`src/rtl/rand_note_scheduler.sv`:
```
// Draws a random byte from the LFSR, splits it into lane and gap, waits the gap on tick, then offers the note.
// Optional feature macro: NO_REPEAT_LANE_EN (bump a lane that repeats the previously accepted one).
module rand_note_scheduler #(
    parameter int MIN_GAP = 4,
    parameter int GAP_W   = 8,
    parameter int CNT_W   = 16
) (
    input  logic             clk,
    input  logic             reset_n,
    input  logic             start,
    input  logic             stop,
    input  logic             tick,
    input  logic [7:0]       rand_in,
    output logic             rand_en,
    output logic             note_valid,
    output logic [1:0]       note_lane,
    input  logic             note_ready,
    output logic             busy,
    output logic [CNT_W-1:0] note_count
);

    localparam logic [2:0] IDLE    = 3'd0;
    localparam logic [2:0] DRAW    = 3'd1;
    localparam logic [2:0] CAPTURE = 3'd2;
    localparam logic [2:0] WAIT    = 3'd3;
    localparam logic [2:0] PRESENT = 3'd4;

    logic [2:0]       state;
    logic [2:0]       next_state;
    logic [GAP_W-1:0] gap_cnt;
    logic [GAP_W-1:0] gap_load;
    logic             stop_pend;
    logic             accept;
    logic [1:0]       lane_pick;
    logic [1:0]       unused_rand;

    // Bits [3:2] of the random byte carry no meaning for this stage.
    assign unused_rand = rand_in[3:2];

    assign note_valid = (state == PRESENT);
    assign busy       = (state != IDLE);
    assign accept     = note_valid && note_ready;
    assign gap_load   = GAP_W'(MIN_GAP) + GAP_W'(rand_in[7:4]);

`ifdef NO_REPEAT_LANE_EN
    logic [1:0] prev_lane;

    assign lane_pick = (rand_in[1:0] == prev_lane) ? rand_in[1:0] + 2'd1 : rand_in[1:0];

    always_ff @(posedge clk or negedge reset_n) begin
        if (!reset_n) begin
            prev_lane <= 2'd0;
        end else if (accept) begin
            prev_lane <= note_lane;
        end
    end
`else
    assign lane_pick = rand_in[1:0];
`endif

    always_comb begin
        next_state = state;
        case (state)
            IDLE: begin
                if (start && !stop) begin
                    next_state = DRAW;
                end
            end
            DRAW: begin
                next_state = stop ? IDLE : CAPTURE;
            end
            CAPTURE: begin
                next_state = stop ? IDLE : WAIT;
            end
            WAIT: begin
                if (stop) begin
                    next_state = IDLE;
                end else if (gap_cnt == '0) begin
                    next_state = PRESENT;
                end
            end
            PRESENT: begin
                // A stop arriving together with the handshake still ends generation.
                if (note_ready) begin
                    next_state = (stop_pend || stop) ? IDLE : DRAW;
                end
            end
            default: begin
                next_state = IDLE;
            end
        endcase
    end

    always_ff @(posedge clk or negedge reset_n) begin
        if (!reset_n) begin
            state     <= IDLE;
            rand_en   <= 1'b0;
            stop_pend <= 1'b0;
        end else begin
            state   <= next_state;
            rand_en <= (next_state == DRAW);
            if (next_state == IDLE) begin
                stop_pend <= 1'b0;
            end else if (state == PRESENT && stop) begin
                stop_pend <= 1'b1;
            end
        end
    end

    // The counter is checked for zero before any tick is honoured, so a tick at zero is dropped.
    always_ff @(posedge clk or negedge reset_n) begin
        if (!reset_n) begin
            gap_cnt   <= '0;
            note_lane <= 2'd0;
        end else if (state == CAPTURE) begin
            gap_cnt   <= gap_load;
            note_lane <= lane_pick;
        end else if (state == WAIT && tick && gap_cnt != '0) begin
            gap_cnt <= gap_cnt - GAP_W'(1);
        end
    end

    always_ff @(posedge clk or negedge reset_n) begin
        if (!reset_n) begin
            note_count <= '0;
        end else if (accept) begin
            note_count <= note_count + CNT_W'(1);
        end
    end

endmodule

```
`config.mk`:
```
export PLATFORM = sky130hd
export DESIGN_NAME = rand_note_scheduler
export DESIGN_NICKNAME = d
export VERILOG_FILES = /design/src/rtl/rand_note_scheduler.sv
export SDC_FILE = /design/constraint.sdc
export NUM_CORES = 1
export LEC_CHECK = 0
export BUFFER_PORTS_ARGS = -buffer_cell sky130_fd_sc_hd__buf_2
export CAP_MARGIN = 20
export CELL_PAD_IN_SITES_DETAIL_PLACEMENT = 1
export CELL_PAD_IN_SITES_GLOBAL_PLACEMENT = 1
export CORE_AREA = 2 2 71 59
export DETAILED_ROUTE_END_ITERATION = 8
export DIE_AREA = 0 0 73 61
export PLACE_DENSITY_LB_ADDON = 0.1
export REMOVE_ABC_BUFFERS = 1
export SLEW_MARGIN = 20
export SYNTH_ARGS = -nofsm -noshare
export SYNTH_HDL_FRONTEND = slang
export SYNTH_SLANG_ARGS = --single-unit
```
`constraint.sdc`:
```
create_clock -name clk -period 5 [get_ports clk]
set_input_delay 0.75 -clock clk [delete_from_list [all_inputs] [get_ports clk]]
set_output_delay 0.75 -clock clk [all_outputs]
set_load 0.03 [all_outputs]
```
Word-level counts from Yosys, hierarchy flattened --
Cells that the tools add are included. Widths: inputs -> output; s select.
Operators by class: add/sub/neg operators 3, multiply operators 0, div/mod/pow operators 0, $lt $le $gt $ge 0, eq/ne operators 5, shift-type cells 0, muxes and demuxes 12, bitwise gates (word level) 0, reduce and logical (&&, ||, !) cells 14
Operator list (number):
- $add 16x1->16 const B | 1
- $mux 8 | 2
- $pmux 3 s5 | 1
- $mux 3 | 4
- $logic_not 8->1 | 1
- $reduce_bool 8->1 | 1
- $sub 8x1->8 const B | 1
- $eq 3x1->1 const B | 2
- $eq 3x2->1 const B | 2
- $logic_not 3->1 | 2
- $add 3x4->5 const A | 1
- $logic_and 1x1->1 | 5
- $mux 2 | 2
- $reduce_bool 2->1 | 2
- $eq 3x3->1 const B | 1
- $mux 1 | 3
- $reduce_bool 3->1 | 1
- $logic_not 1->1 | 1
- $logic_or 1x1->1 | 1
Storage, ports and cells: register bits after elaboration 31, bits in latches 0, RAM bits 0, ROM bits 0, bits of input ports 14, output and inout bits 21, memories 0

Longest topological paths before layout --
depth in word-level cells 6, mapped depth 6, depth with buffers taken out 6

Worst setup path after synthesis --
No wires, ideal clock.
path kind reg-to-output, start register state[0], end output port note_valid, data arrival time 1027 ps, data required time 4250 ps, path slack 3223 ps, stages on the path, launching flop included 4, path through dfrtp_1 -> buf_2 -> nor2_1 -> and2_1
On the way: word-level cells in the longest chain between the ends 1
Ends and longest elaborated chain:
- start: declaration | line 28 | logic [2:0] state;
- start signal: assignment | line 100 | state <= next_state;
- $eq 3x3->1 | line 40 | assign note_valid = (state == PRESENT);
- end: declaration | line 15 | output logic note_valid,
No other way between the ends.

Final worst setup path --
Ends and elaborated chain as after synthesis.

==> impl_metrics.ini <==
[yosys]
synthTopCellsByCount = 31 x dfrtp_1, 22 x nand2_1, 11 x xnor2_1
async_flop_share = 1.00
post-synth-top-count-cell = dfrtp_1
synth_mux_area_frac = 0.0197
synthSimpleGateAreaFrac = 0.258
avgSynthCellArea_um2 = 10.7
synth_top_cell_by_area = dfrtp_1
synthAdderAreaFrac = 0.0237
yosys_warnings = 0
synth.top_cell.area_share = 0.489
synth-edff-count = 0
ys_types = 45
ys_seq_area_frac = 0.489
postSynthCellCount = 148
synthXorXnorAreaFrac = 0.0994
synth_top_family_by_area = simple AND/OR/NAND/NOR gates
synth-main-ff-cell = dfrtp_1
ys_ff_latch = 31
netlist_area_um2 = 1590
synth_compound_area_frac = 0.0813
synthTopCellsByArea = dfrtp_1 49%, xnor2_1 6.1%, nand2_1 5.2%

[layout]
nets = 200
fin_area_um2 = 1880
fill_cells = 450
diodes = 0
drive_gt1_frac = 0.283
areaGrowthSynthToFinish_pct = 18.5

[floorplan]
rows = 20
num_io_pins = 35
fp.dieW_um = 73
die_h_um = 61
core_um2 = 3730
start_util = 0.425
die_area_um2 = 4450

[global_route]
grt_start_max_net_pins = 32
grt_pass1_vias = 1226
grt_overflow = 0
grt_pass1_wl_um = 5800
grt_usage = 0.171
antenna_found_initial = 0

[detailed_routing]
drc_errors = 0
drt_wl_total_um = 3440
vias = 1205
avgViaCountPerCell = 5.29
first_iter_violations = 74
firstDrtPassIters = 4
wire_per_inst_um = 15.1
ant_nets = 0

[timing]
tightestPinTransition_ps = 806
max-slew-margin-rel = 0.461
fmax_mhz = 457
rsz0062_at_grt = false
finClkSkew_ps = 5.59
period_share = 0.438
slew_viol_final = 0
timing.hold.ws_ps = 463
period_needed_ps = 2190
finalHoldViolations = 0
setup_viol = 0
setup_tns_ps = 0

[cts]
clock_sinks = 31
cts_tree = built
cts.repair.resized = 0
hold_buffers = 0
path_clk_slew_ps = 70
cts_htree_levels = 2
clockBufferDepth = 2
clk_latency_ps = 270
post_cts_buffers = 0
root_buffer = clkbuf_8
numCtsBuffers = 5

[placed_design]
place.gp.congestion = 0.733
io_buffers = 32
hpwlAfterDp_um = 2510
postPlaceCellArea_um2 = 1780

[worst_hold_path]
hold_class = reg2reg
hold_depth = 1
hp-start = note_count[15]
hold_end = note_count[15]

[power]
irDropWorstVdd_mv = 0.242
finalPower_w = 0.000664
power.density_nw_per_um2 = 354
leakage_nw = 0.953

[critical_path]
rrSetupSlack_ps = 2940
worstPathMaxFanout = 11
worstPathRequired_ps = 4250
crit_path_end_kind = output pin
crit_type = reg2out
r2r_end = gap_cnt[1]
r2r_cells = 4
arrival_ps = 1440
crit_path_start_kind = register
r2r_start = state[1]

[status]
status = finished clean

[run]
cap_viol_max_count = 0
## placed cells by master (no fill, tap or decap), drive strengths merged, types with 4 or more instances in the layout
cell	instances
buf	32
clkbuf	8
dfrtp	31
inv	6
nand2	22
nand3	4
nor2	10
nor3	4
nor4	4
xnor2	11
xor2	7
## worst max-delay path, stage by stage (launching register included)
cell and delay (ps):
dfrtp_1 510, nor2_1 300, and2_1 170, buf_2 190
## layer usage
layer / GRT usage / part of all wire / vias up
li1: - / - / 580
met2: 0.287 / 0.49 / 23
met1: 0.220 / 0.47 / 598
met5: 0 / 0 / -
met3: 0.0449 / 0.035 / 4
met4: 0.0503 / 0.0076 / 0
## sequential cells by signal, indices dropped and copies added (netlist names)
name        flops
gap_cnt         8
stop_pend       1
note_lane       2
note_count     16
state           3
rand_en         1
## final cells by class
cell class	instances	area [um^2]	area share
multi-input cells	107	764	0.407
inverters	6	22.5	0.0120
clock buffers	8	100	0.0533
repair buffers	32	160	0.0853
well taps	44	55.1	0.0293
flip-flops and latches	31	776	0.413
## how the worst max path moves through the flow
stage	startpoint	endpoint	slack, ps	cells past startpoint
4_1_cts	state[0]	note_valid	2820	3
6_report	state[0]	note_valid	2810	3
5_1_grt	state[0]	note_valid	2730	3
3_3_place_gp	state[1]	gap_cnt[1]	2990	4
2_1_floorplan	state[0]	note_valid	3250	2
3_5_place_dp	state[1]	gap_cnt[1]	2920	4
## stage by stage
step | std cells | utilization | worst slack (ps)
floorplan | 144 | - | 3250
finish | 228 | 0.504 | 2810
CTS | 228 | 0.504 | 2820
detailed placement | 220 | 0.477 | 2920
global route | 228 | 0.504 | 2730
global placement | 220 | 0.477 | 2990
## where the power goes
part / total [W] / internal [W] / switching [W] / leakage [nW]
sequential: 0.000303 / 0.000276 / 0.0000269 / 0.408
combinational: 0.000144 / 0.0000574 / 0.0000866 / 0.494
clock: 0.000217 / 0.000126 / 0.0000914 / 0.0515
## cells by family after synthesis
logic type / count (synthesis)
AOI/OAI and AO/OA: 16
buffers and inverters: 10
muxes: 3
and+or+nand+nor: 67
DFF: 31
xor gates and xnor gates: 18
adders and majority gates: 3
Note: power is estimated with default switching activity, not from simulation.
